--- src/rtl/min_max_decoder_if.sv ---
// Bus between the LED-bar source and min_max_decoder.
// Carries the sampled LED bar plus strobe (master side) and the decoded result (slave side).
interface min_max_decoder_if #(
  parameter int unsigned VALSIZE = 4
);
  localparam int unsigned N = 2**VALSIZE;

  logic [N-1:0]       leds_i;
  logic               sample_i;
  logic [VALSIZE-1:0] min_o;
  logic [VALSIZE-1:0] value_o;
  logic [VALSIZE-1:0] max_o;
  logic [1:0]         mode_o;
  logic               valid_o;
  logic               overrun_o;

  modport master (
    output leds_i, sample_i,
    input  min_o, value_o, max_o, mode_o, valid_o, overrun_o
  );

  modport slave (
    input  leds_i, sample_i,
    output min_o, value_o, max_o, mode_o, valid_o, overrun_o
  );
endinterface

--- src/rtl/min_max_decoder.sv ---
// min_max_decoder: recovers min/value/max from two phases of a blinking LED bar.
// Phase A and phase B are captured on successive strobes, then scanned one bit
// per cycle by a segment tracker (steady run followed by an optional blink run).
// Optional build macro MIN_MAX_DEC_OVERRUN_EN adds a sticky overrun flag for
// strobes arriving while the decoder is busy; without it overrun_o is tied 0.
module min_max_decoder #(
  parameter int unsigned VALSIZE = 4
) (
  input  logic              clk_i,
  input  logic              rst_ni,
  min_max_decoder_if.slave  bus
);
  localparam int unsigned N  = 2**VALSIZE;
  localparam int unsigned IW = VALSIZE + 1;

  localparam logic [1:0] MODE_BAR     = 2'b00;
  localparam logic [1:0] MODE_INVALID = 2'b01;
  localparam logic [1:0] MODE_ALL_OFF = 2'b10;
  localparam logic [1:0] MODE_ALL_ON  = 2'b11;

  typedef enum logic [1:0] {IDLE, CAP_B, SCAN, REPORT} state_e;
  typedef enum logic [1:0] {SEG_NONE, SEG_STEADY, SEG_BLINK, SEG_DONE} seg_e;

  state_e state_q, state_d;

  logic [N-1:0]       a_q, b_q;
  logic [IW-1:0]      idx_q;
  seg_e               seg_q, seg_d;
  logic               err_q, err_d;
  logic [VALSIZE-1:0] lo_q, lo_d, hi_q, hi_d, kmax_q, kmax_d;
  logic               kseen_q, kseen_d;
  logic               kphase_q, kphase_d;

  logic [VALSIZE-1:0] bit_pos_c;
  logic               s_bit_c, k_bit_c, a_bit_c;
  logic               last_bit_c;

  logic [1:0]         res_mode_c;
  logic [VALSIZE-1:0] res_min_c, res_val_c, res_max_c;

  logic [VALSIZE-1:0] min_q, value_q, max_q;
  logic [1:0]         mode_q;
  logic               valid_q;

  assign last_bit_c = (state_q == SCAN) && (idx_q == IW'(N - 1));

  // State register
  always_ff @(posedge clk_i or negedge rst_ni) begin
    if (!rst_ni) state_q <= IDLE;
    else         state_q <= state_d;
  end

  // Next-state logic; strobes in SCAN/REPORT are ignored
  always_comb begin
    state_d = state_q;
    unique case (state_q)
      IDLE:    if (bus.sample_i) state_d = CAP_B;
      CAP_B:   if (bus.sample_i) state_d = SCAN;
      SCAN:    if (last_bit_c)   state_d = REPORT;
      REPORT:  state_d = IDLE;
      default: state_d = IDLE;
    endcase
  end

  // Segment tracker: steady run first, then optional same-phase blink run, then nothing
  always_comb begin
    seg_d     = seg_q;
    err_d     = err_q;
    lo_d      = lo_q;
    hi_d      = hi_q;
    kmax_d    = kmax_q;
    kseen_d   = kseen_q;
    kphase_d  = kphase_q;
    bit_pos_c = idx_q[VALSIZE-1:0];
    a_bit_c   = a_q[bit_pos_c];
    s_bit_c   = a_q[bit_pos_c] & b_q[bit_pos_c];
    k_bit_c   = a_q[bit_pos_c] ^ b_q[bit_pos_c];
    if (state_q == SCAN) begin
      unique case (seg_q)
        SEG_NONE: begin
          if (s_bit_c) begin
            seg_d = SEG_STEADY;
            lo_d  = bit_pos_c;
            hi_d  = bit_pos_c;
          end else if (k_bit_c) begin
            err_d = 1'b1;
          end
        end
        SEG_STEADY: begin
          if (s_bit_c) begin
            hi_d = bit_pos_c;
          end else if (k_bit_c) begin
            seg_d    = SEG_BLINK;
            kseen_d  = 1'b1;
            kmax_d   = bit_pos_c;
            kphase_d = a_bit_c;
          end else begin
            seg_d = SEG_DONE;
          end
        end
        SEG_BLINK: begin
          if (s_bit_c) begin
            err_d = 1'b1;
          end else if (k_bit_c) begin
            kmax_d = bit_pos_c;
            if (a_bit_c != kphase_q) err_d = 1'b1;
          end else begin
            seg_d = SEG_DONE;
          end
        end
        SEG_DONE: begin
          if (s_bit_c || k_bit_c) err_d = 1'b1;
        end
        default: seg_d = SEG_NONE;
      endcase
    end
  end

  // Final classification from the tracker including the bit being scanned now
  always_comb begin
    res_mode_c = MODE_INVALID;
    res_min_c  = '0;
    res_val_c  = '0;
    res_max_c  = '0;
    if ((&a_q) && (&b_q)) begin
      res_mode_c = MODE_ALL_ON;
    end else if ((a_q == '0) && (b_q == '0)) begin
      res_mode_c = MODE_ALL_OFF;
    end else if (!err_d && (seg_d != SEG_NONE)) begin
      res_mode_c = MODE_BAR;
      res_min_c  = lo_d;
      res_val_c  = hi_d;
      res_max_c  = kseen_d ? kmax_d : hi_d;
    end
  end

  // Phase capture, scan index and tracker state
  always_ff @(posedge clk_i or negedge rst_ni) begin
    if (!rst_ni) begin
      a_q      <= '0;
      b_q      <= '0;
      idx_q    <= '0;
      seg_q    <= SEG_NONE;
      err_q    <= 1'b0;
      lo_q     <= '0;
      hi_q     <= '0;
      kmax_q   <= '0;
      kseen_q  <= 1'b0;
      kphase_q <= 1'b0;
    end else begin
      unique case (state_q)
        IDLE: if (bus.sample_i) a_q <= bus.leds_i;
        CAP_B: begin
          if (bus.sample_i) begin
            b_q      <= bus.leds_i;
            idx_q    <= '0;
            seg_q    <= SEG_NONE;
            err_q    <= 1'b0;
            lo_q     <= '0;
            hi_q     <= '0;
            kmax_q   <= '0;
            kseen_q  <= 1'b0;
            kphase_q <= 1'b0;
          end
        end
        SCAN: begin
          idx_q    <= idx_q + IW'(1);
          seg_q    <= seg_d;
          err_q    <= err_d;
          lo_q     <= lo_d;
          hi_q     <= hi_d;
          kmax_q   <= kmax_d;
          kseen_q  <= kseen_d;
          kphase_q <= kphase_d;
        end
        default: ;
      endcase
    end
  end

  // Result registers: loaded on the last scan bit, valid pulses during REPORT
  always_ff @(posedge clk_i or negedge rst_ni) begin
    if (!rst_ni) begin
      min_q   <= '0;
      value_q <= '0;
      max_q   <= '0;
      mode_q  <= MODE_ALL_OFF;
      valid_q <= 1'b0;
    end else begin
      valid_q <= 1'b0;
      if (last_bit_c) begin
        min_q   <= res_min_c;
        value_q <= res_val_c;
        max_q   <= res_max_c;
        mode_q  <= res_mode_c;
        valid_q <= 1'b1;
      end
    end
  end

  assign bus.min_o   = min_q;
  assign bus.value_o = value_q;
  assign bus.max_o   = max_q;
  assign bus.mode_o  = mode_q;
  assign bus.valid_o = valid_q;

`ifdef MIN_MAX_DEC_OVERRUN_EN
  logic overrun_q;

  // Sticky flag: a strobe arrived while scanning or reporting
  always_ff @(posedge clk_i or negedge rst_ni) begin
    if (!rst_ni)                                                     overrun_q <= 1'b0;
    else if (bus.sample_i && ((state_q == SCAN) || (state_q == REPORT))) overrun_q <= 1'b1;
  end

  assign bus.overrun_o = overrun_q;
`else
  assign bus.overrun_o = 1'b0;
`endif

endmodule

--- src/flat_wrapper.sv ---
// flat-port wrapper written by rule: the top's interface ports become plain ports
module min_max_decoder_flat 
#(
  parameter int unsigned VALSIZE = 4
)
  (clk_i, rst_ni, bus_leds_i, bus_sample_i, bus_min_o, bus_value_o, bus_max_o, bus_mode_o, bus_valid_o, bus_overrun_o);
  min_max_decoder_if #(.VALSIZE(VALSIZE)) bus_i ();
  input  logic clk_i;
  input  logic rst_ni;
  input wire logic [$bits(bus_i.leds_i)-1:0] bus_leds_i;
  input wire logic [$bits(bus_i.sample_i)-1:0] bus_sample_i;
  output wire logic [$bits(bus_i.min_o)-1:0] bus_min_o;
  output wire logic [$bits(bus_i.value_o)-1:0] bus_value_o;
  output wire logic [$bits(bus_i.max_o)-1:0] bus_max_o;
  output wire logic [$bits(bus_i.mode_o)-1:0] bus_mode_o;
  output wire logic [$bits(bus_i.valid_o)-1:0] bus_valid_o;
  output wire logic [$bits(bus_i.overrun_o)-1:0] bus_overrun_o;
  assign bus_i.leds_i = bus_leds_i;
  assign bus_i.sample_i = bus_sample_i;
  assign bus_min_o = bus_i.min_o;
  assign bus_value_o = bus_i.value_o;
  assign bus_max_o = bus_i.max_o;
  assign bus_mode_o = bus_i.mode_o;
  assign bus_valid_o = bus_i.valid_o;
  assign bus_overrun_o = bus_i.overrun_o;
  min_max_decoder #(.VALSIZE(VALSIZE)) u_core (.clk_i(clk_i), .rst_ni(rst_ni), .bus(bus_i));
endmodule
--- config.mk ---
export PLATFORM = sky130hd
export DESIGN_NAME = min_max_decoder_flat
export DESIGN_NICKNAME = d
export VERILOG_FILES = /design/src/rtl/min_max_decoder_if.sv /design/src/rtl/min_max_decoder.sv /design/src/flat_wrapper.sv
export SDC_FILE = /design/constraint.sdc
export NUM_CORES = 1
export LEC_CHECK = 0
export ABC_AREA = 1
export CAP_MARGIN = 0
export CORE_ASPECT_RATIO = 2
export CORE_MARGIN = 4
export CORE_UTILIZATION = 57
export DETAILED_ROUTE_END_ITERATION = 6
export GPL_TIMING_DRIVEN = 0
export PLACE_DENSITY = 0.79
export SETUP_SLACK_MARGIN = 0.5
export SYNTH_ARGS = -nofsm -noshare
export SYNTH_HDL_FRONTEND = slang
export SYNTH_SLANG_ARGS = --single-unit
export TNS_END_PERCENT = 10
--- constraint.sdc ---
create_clock -name clk_i -period 2.9 [get_ports clk_i]
set_input_delay 0.58 -clock clk_i [delete_from_list [all_inputs] [get_ports clk_i]]
set_output_delay 0.58 -clock clk_i [all_outputs]
set_load 0.02 [all_outputs]
After elaboration in Yosys (flattened, before gate mapping)
Cells that the tools add are included.
{"block": "op_classes", "n_addsub": 1, "magnitude_cmp": 1, "eq_ne": 14, "mux": 66, "bitwise_logic": 2, "n_reduce_logical": 21}
{"op": "$mux 4", "n": 21}
{"op": "$logic_not 16->1", "n": 2}
{"op": "$reduce_and 16->1", "n": 2}
{"op": "$pmux 4 s2", "n": 3}
{"op": "$mux 2", "n": 11}
{"op": "$mux 1", "n": 20}
{"op": "$pmux 5 s2", "n": 1}
{"op": "$bmux 1 s4", "n": 2}
{"op": "$eq 2x2->1 const B", "n": 4}
{"op": "$ne 2x2->1 const B", "n": 4}
{"op": "$pmux 2 s4", "n": 1}
{"op": "$pmux 1 s2", "n": 3}
{"op": "$pmux 2 s3", "n": 1}
{"op": "$reduce_and 2->1", "n": 3}
{"op": "$add 5x1->5 const B", "n": 1}
{"op": "$eq 5x4->1 const B", "n": 1}
{"op": "$lt 4x5->1 const B", "n": 1}
{"op": "$mux 5", "n": 1}
{"op": "$reduce_and 5->1", "n": 1}
{"op": "$eq 2x1->1 const B", "n": 2}
{"op": "$logic_and 1x1->1", "n": 4}
{"op": "$logic_not 2->1", "n": 2}
{"op": "$ne 2x1->1 const B", "n": 2}
{"op": "$pmux 2 s2", "n": 1}
{"op": "9 further kinds", "n": 11}
{"block": "totals", "ff_bits": 71, "elab_cells": 121}

Logic depth before layout (Yosys ltp)
{"block": "logic_depth", "ltp_word": 13, "ltp_mapped": 20}

Least setup slack after synthesis
OpenSTA, ideal clock, no wires.
{"block": "synth_path", "kind": "register -> register", "startpoint": "register u_core.idx_q[0]", "endpoint": "register u_core.max_q[3] (netlist: u_core.bus.max_o[3])", "arrival_time_ns": 2.647, "t_required_ns": 2.826, "path_slack_ns": 0.179, "stages_incl_launch_ff": 14, "n_path_buf": 2, "synth_period_minus_slack_ns": 2.721, "path_cell_list": "dfrtp_1 -> buf_4 -> clkbuf_1 -> nor2_1 -> o221ai_1 -> o211ai_1 -> nand3_1 -> inv_1 -> ha_1 -> inv_1 -> nor2_1 -> a31oi_1 -> mux2_2 -> o21ai_2"}
{"block": "synth_via", "elab_chain_len": 13}
{"element": "start, declared", "line_no": "min_max_decoder.sv:27", "rtl": "logic [IW-1:0] idx_q;"}
{"element": "start signal, assigned", "line_no": "min_max_decoder.sv:167", "rtl": "idx_q <= idx_q + IW'(1);"}
{"element": "$bmux 1 s4", "line_no": "min_max_decoder.sv:75, min_max_decoder.sv:76, min_max_decoder.sv:77"}
{"element": "$mux 1 (not written as such)", "line_no": "min_max_decoder.sv:75, min_max_decoder.sv:76, min_max_decoder.sv:77"}
{"element": "$ne 1x1->1", "line_no": "min_max_decoder.sv:106", "rtl": "if (a_bit_c != kphase_q) err_d = 1'b1;"}
{"element": "$mux 1", "line_no": "min_max_decoder.sv:106"}
{"element": "$mux 1", "line_no": "min_max_decoder.sv:104", "rtl": "end else if (k_bit_c) begin"}
{"element": "$mux 1", "line_no": "min_max_decoder.sv:102", "rtl": "if (s_bit_c) begin"}
{"element": "$pmux 1 s3", "line_no": "min_max_decoder.sv:79", "rtl": "unique case (seg_q)"}
{"element": "$mux 1", "line_no": "min_max_decoder.sv:78", "rtl": "if (state_q == SCAN) begin"}
{"element": "$logic_not 1->1", "line_no": "min_max_decoder.sv:129", "rtl": "end else if (!err_d && (seg_d != SEG_NONE)) begin"}
{"element": "$logic_and 1x1->1", "line_no": "min_max_decoder.sv:129"}
{"element": "$mux 4", "line_no": "min_max_decoder.sv:129"}
{"element": "$mux 4", "line_no": "min_max_decoder.sv:127", "rtl": "end else if ((a_q == '0) && (b_q == '0)) begin"}
{"element": "$mux 4", "line_no": "min_max_decoder.sv:125", "rtl": "if ((&a_q) && (&b_q)) begin"}
{"element": "end signal, assigned", "line_no": "min_max_decoder.sv:194", "rtl": "max_q <= res_max_c;"}
{"element": "end, declared", "line_no": "min_max_decoder.sv:41", "rtl": "logic [VALSIZE-1:0] min_q, value_q, max_q;"}
Parallel ways exist; a longest one is shown, timed or not. The select of a mux whose other input is x is not followed.
A chain may end at the register's enable or synchronous reset.

Worst setup path after layout
{"block": "layout_path", "startpoint": "register u_core.idx_q[0]", "endpoint": "register u_core.value_q[1] (netlist: u_core.bus.value_o[1])"}
{"block": "layout_via", "elab_chain_len": 13}
{"element": "$bmux 1 s4", "line_no": "min_max_decoder.sv:75, min_max_decoder.sv:76, min_max_decoder.sv:77"}
{"element": "$mux 1 (not written as such)", "line_no": "min_max_decoder.sv:75, min_max_decoder.sv:76, min_max_decoder.sv:77"}
{"element": "$ne 1x1->1", "line_no": "min_max_decoder.sv:106"}
{"element": "$mux 1", "line_no": "min_max_decoder.sv:106"}
{"element": "$mux 1", "line_no": "min_max_decoder.sv:104"}
{"element": "$mux 1", "line_no": "min_max_decoder.sv:102"}
{"element": "$pmux 1 s3", "line_no": "min_max_decoder.sv:79"}
{"element": "$mux 1", "line_no": "min_max_decoder.sv:78"}
{"element": "$logic_not 1->1", "line_no": "min_max_decoder.sv:129"}
{"element": "$logic_and 1x1->1", "line_no": "min_max_decoder.sv:129"}
{"element": "$mux 4", "line_no": "min_max_decoder.sv:129"}
{"element": "$mux 4", "line_no": "min_max_decoder.sv:127"}
{"element": "$mux 4", "line_no": "min_max_decoder.sv:125"}
{"element": "end signal, assigned", "line_no": "min_max_decoder.sv:193", "rtl": "value_q <= res_val_c;"}
{"element": "end, declared", "line_no": "min_max_decoder.sv:41"}
Parallel ways exist; a longest one is shown, timed or not. The select of a mux whose other input is x is not followed.

==> results.toml <==
[worst_setup_path]
start_kind = "flip-flop"
critPathRequiredTime_ps = 3160
critPathKind = "flip-flop to flip-flop"
path_max_fanout = 6
crit_arrival_ps = 3100
critical_path.endpoint_type = "flip-flop"
reg2reg_slack_ps = 60

[clocking]
hold_buffers = 0
clk-insertion-delay-late_ps = 340
clk_path_buf_depth = 2
clock_sinks = 71
cts_root_buf = "clkbuf_16"
clk_pin_slew_ps = 50
h-tree-depth = 3
cts_buffers = 9
tritoncts = "built"

[power]
ir_worst_vdd_mv = 0.6599
p_int_mw = 3.275
combPwrFrac_pct = 54.9
switchingPower_mw = 2.634
p_total_mw = 5.910
p_per_area_nw_per_um2 = 1211
power_frac_seq_pct = 28.5
pwr-share-clk_pct = 16.5
p_sw_share_pct = 44.58
p_leak_nw = 2.289

[drt]
drt_iter0_markers = 273
drt_wl_total_um = 10180
viasPerCell = 5.595
drc = 0
drtPass1Iterations = 5
vias = 3463
antenna_left = 0
wire_per_inst_um = 16.44

[layout]
antenna_cells = 0
area_growth_pct = 30.77
fin_cells = 619
fill_cells = 481
drive_gt1_share_pct = 18.95
multi_input_area_um2 = 1788
regArea_um2 = 1780
fin_nets = 561
utilization_pct = 76.73

[hold_path]
min_path_type = "input pin to async pin"

[synthesis]
synthMostInstantiatedCell = "nand2_1"
synth_fp_nets = 495
yosysSeqAreaShare_pct = 47.64
syn_avg_cell_area_um2 = 8.061
synth_top_area_share_pct = 46.93
async_reset_ff_share_pct = 100.0
synth_flop_cell = "dfrtp_1"
yosysTopAreaCell = "dfrtp_1"
netlist-cell-type-count = 32
ys_warn_count = 0
ys_top_cells_by_count = "nand2_1 (104), dfrtp_1 (70), inv_1 (67)"
synthCells = 463
synth_area_um2 = 3732
synth-edff-count = 0
synthTopCellsByArea = "dfrtp_1 (47%), nand2_1 (10%), o21ai_0 (8.0%), inv_1 (6.7%), ha_1 (4.4%)"
synth-seq-cells = 71

[outcome]
status = "finished clean"

[timing]
finalCritPeriodShare_pct = 97.82
fin_worst_skew_ps = 5.109
clock.fmax_mhz = 352.5
rsz0062_at_grt = "yes"
period_needed_ps = 2837
fin_ws_ps = 63.23
hold_viol = 0
maxSlewHeadroom_pct = 41.77
setup_violations = 0
tns_ps = 0
drv_slew = 0
worst-slew-pin-transition_ps = 873.4

[grt]
grt_max_degree = 72
overflow = 0
grt_pass1_wl_um = 16720
antenna_found_initial = 0
grt_pass1_vias = 3726
grt_usage_pct = 27.99

[floorplan]
coreArea_um2 = 6361
initial_core_util_pct = 58.67
fp.dieH_um = 122.4
num_io_pins = 35
die_area_um2 = 7985
die_w_um = 65.22
row_count = 41

[place]
dp_cells = 582
gp_congestion = 0.9152
hpwl_um = 6796
io_buffer_count = 33
pre_cts_slack_ps = -53.28

[job]
maxCapViolCount = 0
through the flow:
| step | hold slack (ps) | instance area, um2 |
|---|---|---|
| after floorplan | 284.4 | 3772 |
| after global placement | 464.3 | 4210 |
| after detailed placement | 468.5 | 4208 |
| after CTS | 393.9 | 4772 |
| after global routing | 429.1 | 4881 |
| final | 357.2 | 4881 |
repair_timing:
action                     CTS  global route
gates resized for setup     33            30
setup endpoints to repair   30            30
pin swaps                   18            15
buffers inserted            19             2
cloned                       1             0
final timing paths:
path,start,end,cells after the start
setup / recovery,u_core.idx_q[0],u_core.bus.value_o[1],19
hold / removal,rst_ni,u_core.kmax_q[3],1
setup reg to reg,u_core.idx_q[0],u_core.bus.value_o[1],19
hold reg to reg,u_core.bus.value_o[0],u_core.bus.value_o[0],2
max in group asynchronous,rst_ni,u_core.idx_q[1],1
min in group clk_i,u_core.bus.value_o[0],u_core.bus.value_o[0],2
power groups by stage:
stage,clock (mW),sequential (mW),combinational [mW]
3_3_place_gp,0,1.65,2.23
4_1_cts,0.990,1.66,2.84
3_5_place_dp,0,1.67,2.29
2_1_floorplan,0,1.61,1.74
5_1_grt,1.03,1.73,3.56
6_report,0.977,1.69,3.25
sequential cells by signal, summed over array words and instances, names as in the netlist, 2 cells and up:
name,count
u_core.kmax_q,4
u_core.hi_q,4
u_core.a_q,16
u_core.lo_q,4
u_core.bus.min_o,4
u_core.bus.value_o,4
u_core.state_q,2
u_core.seg_q,2
u_core.bus.max_o,4
u_core.b_q,16
u_core.bus.mode_o,2
u_core.idx_q,5
final cells by class:
type	instances	area share [%]
multi-input combinational	305	36.63
clock inverter	1	0.1025
buffer	17	2.563
clock buffer	14	5.204
inverter	70	5.563
sequential	71	36.48
tap	86	2.205
timing repair buffer	55	11.25
cell usage in the layout, fill, tap and decap left out, types with 10 or more instances in the layout:
cell	n
nand2_1	102
dfrtp_1	68
inv_1	63
o21ai_0	44
clkdlybuf4s50_1	32
nor2_1	26
buf_4	18
o21ai_2	16
o22ai_1	15
clkbuf_1	13
ha_1	11
clkbuf_16	10
nand4_1	10
nor4_1	10
worst max-delay path, stage by stage, from the launching register on:
cell	delay [ps]
dfrtp_2	440
buf_6	150
clkbuf_16	160
nor2_4	70
o221ai_2	90
o211ai_1	150
nand3_2	160
inv_2	100
ha_4	210
inv_4	80
nor2_4	40
inv_2	70
nand2_1	80
a221oi_2	240
nand2_1	110
nand2_2	110
nand3_4	110
buf_12	150
buf_8	120
o21ai_2	130
per-layer routing:
metal,up-vias,GRT usage (%),routed length (um)
met4,0,25.06,762
met5,-,0,0
met2,134,48.70,5617
met3,60,6.685,454
met1,1604,26.12,3342
li1,1665,-,-
logic make-up (layout without fill, tap and decap cells):
kind of cell | Yosys count | count (layout) | share of synthesized area [%]
AOI/OAI and AO/OA | 108 | 108 | 16.73
adders and majority gates | 13 | 13 | 4.358
buffers and inverters | 87 | 157 | 9.453
DFF | 71 | 71 | 47.64
muxes | 1 | 1 | 0.3017
other | 1 | 1 | 0.1005
and+or+nand+nor | 182 | 182 | 21.42
Power figures use the tool's default switching activity.
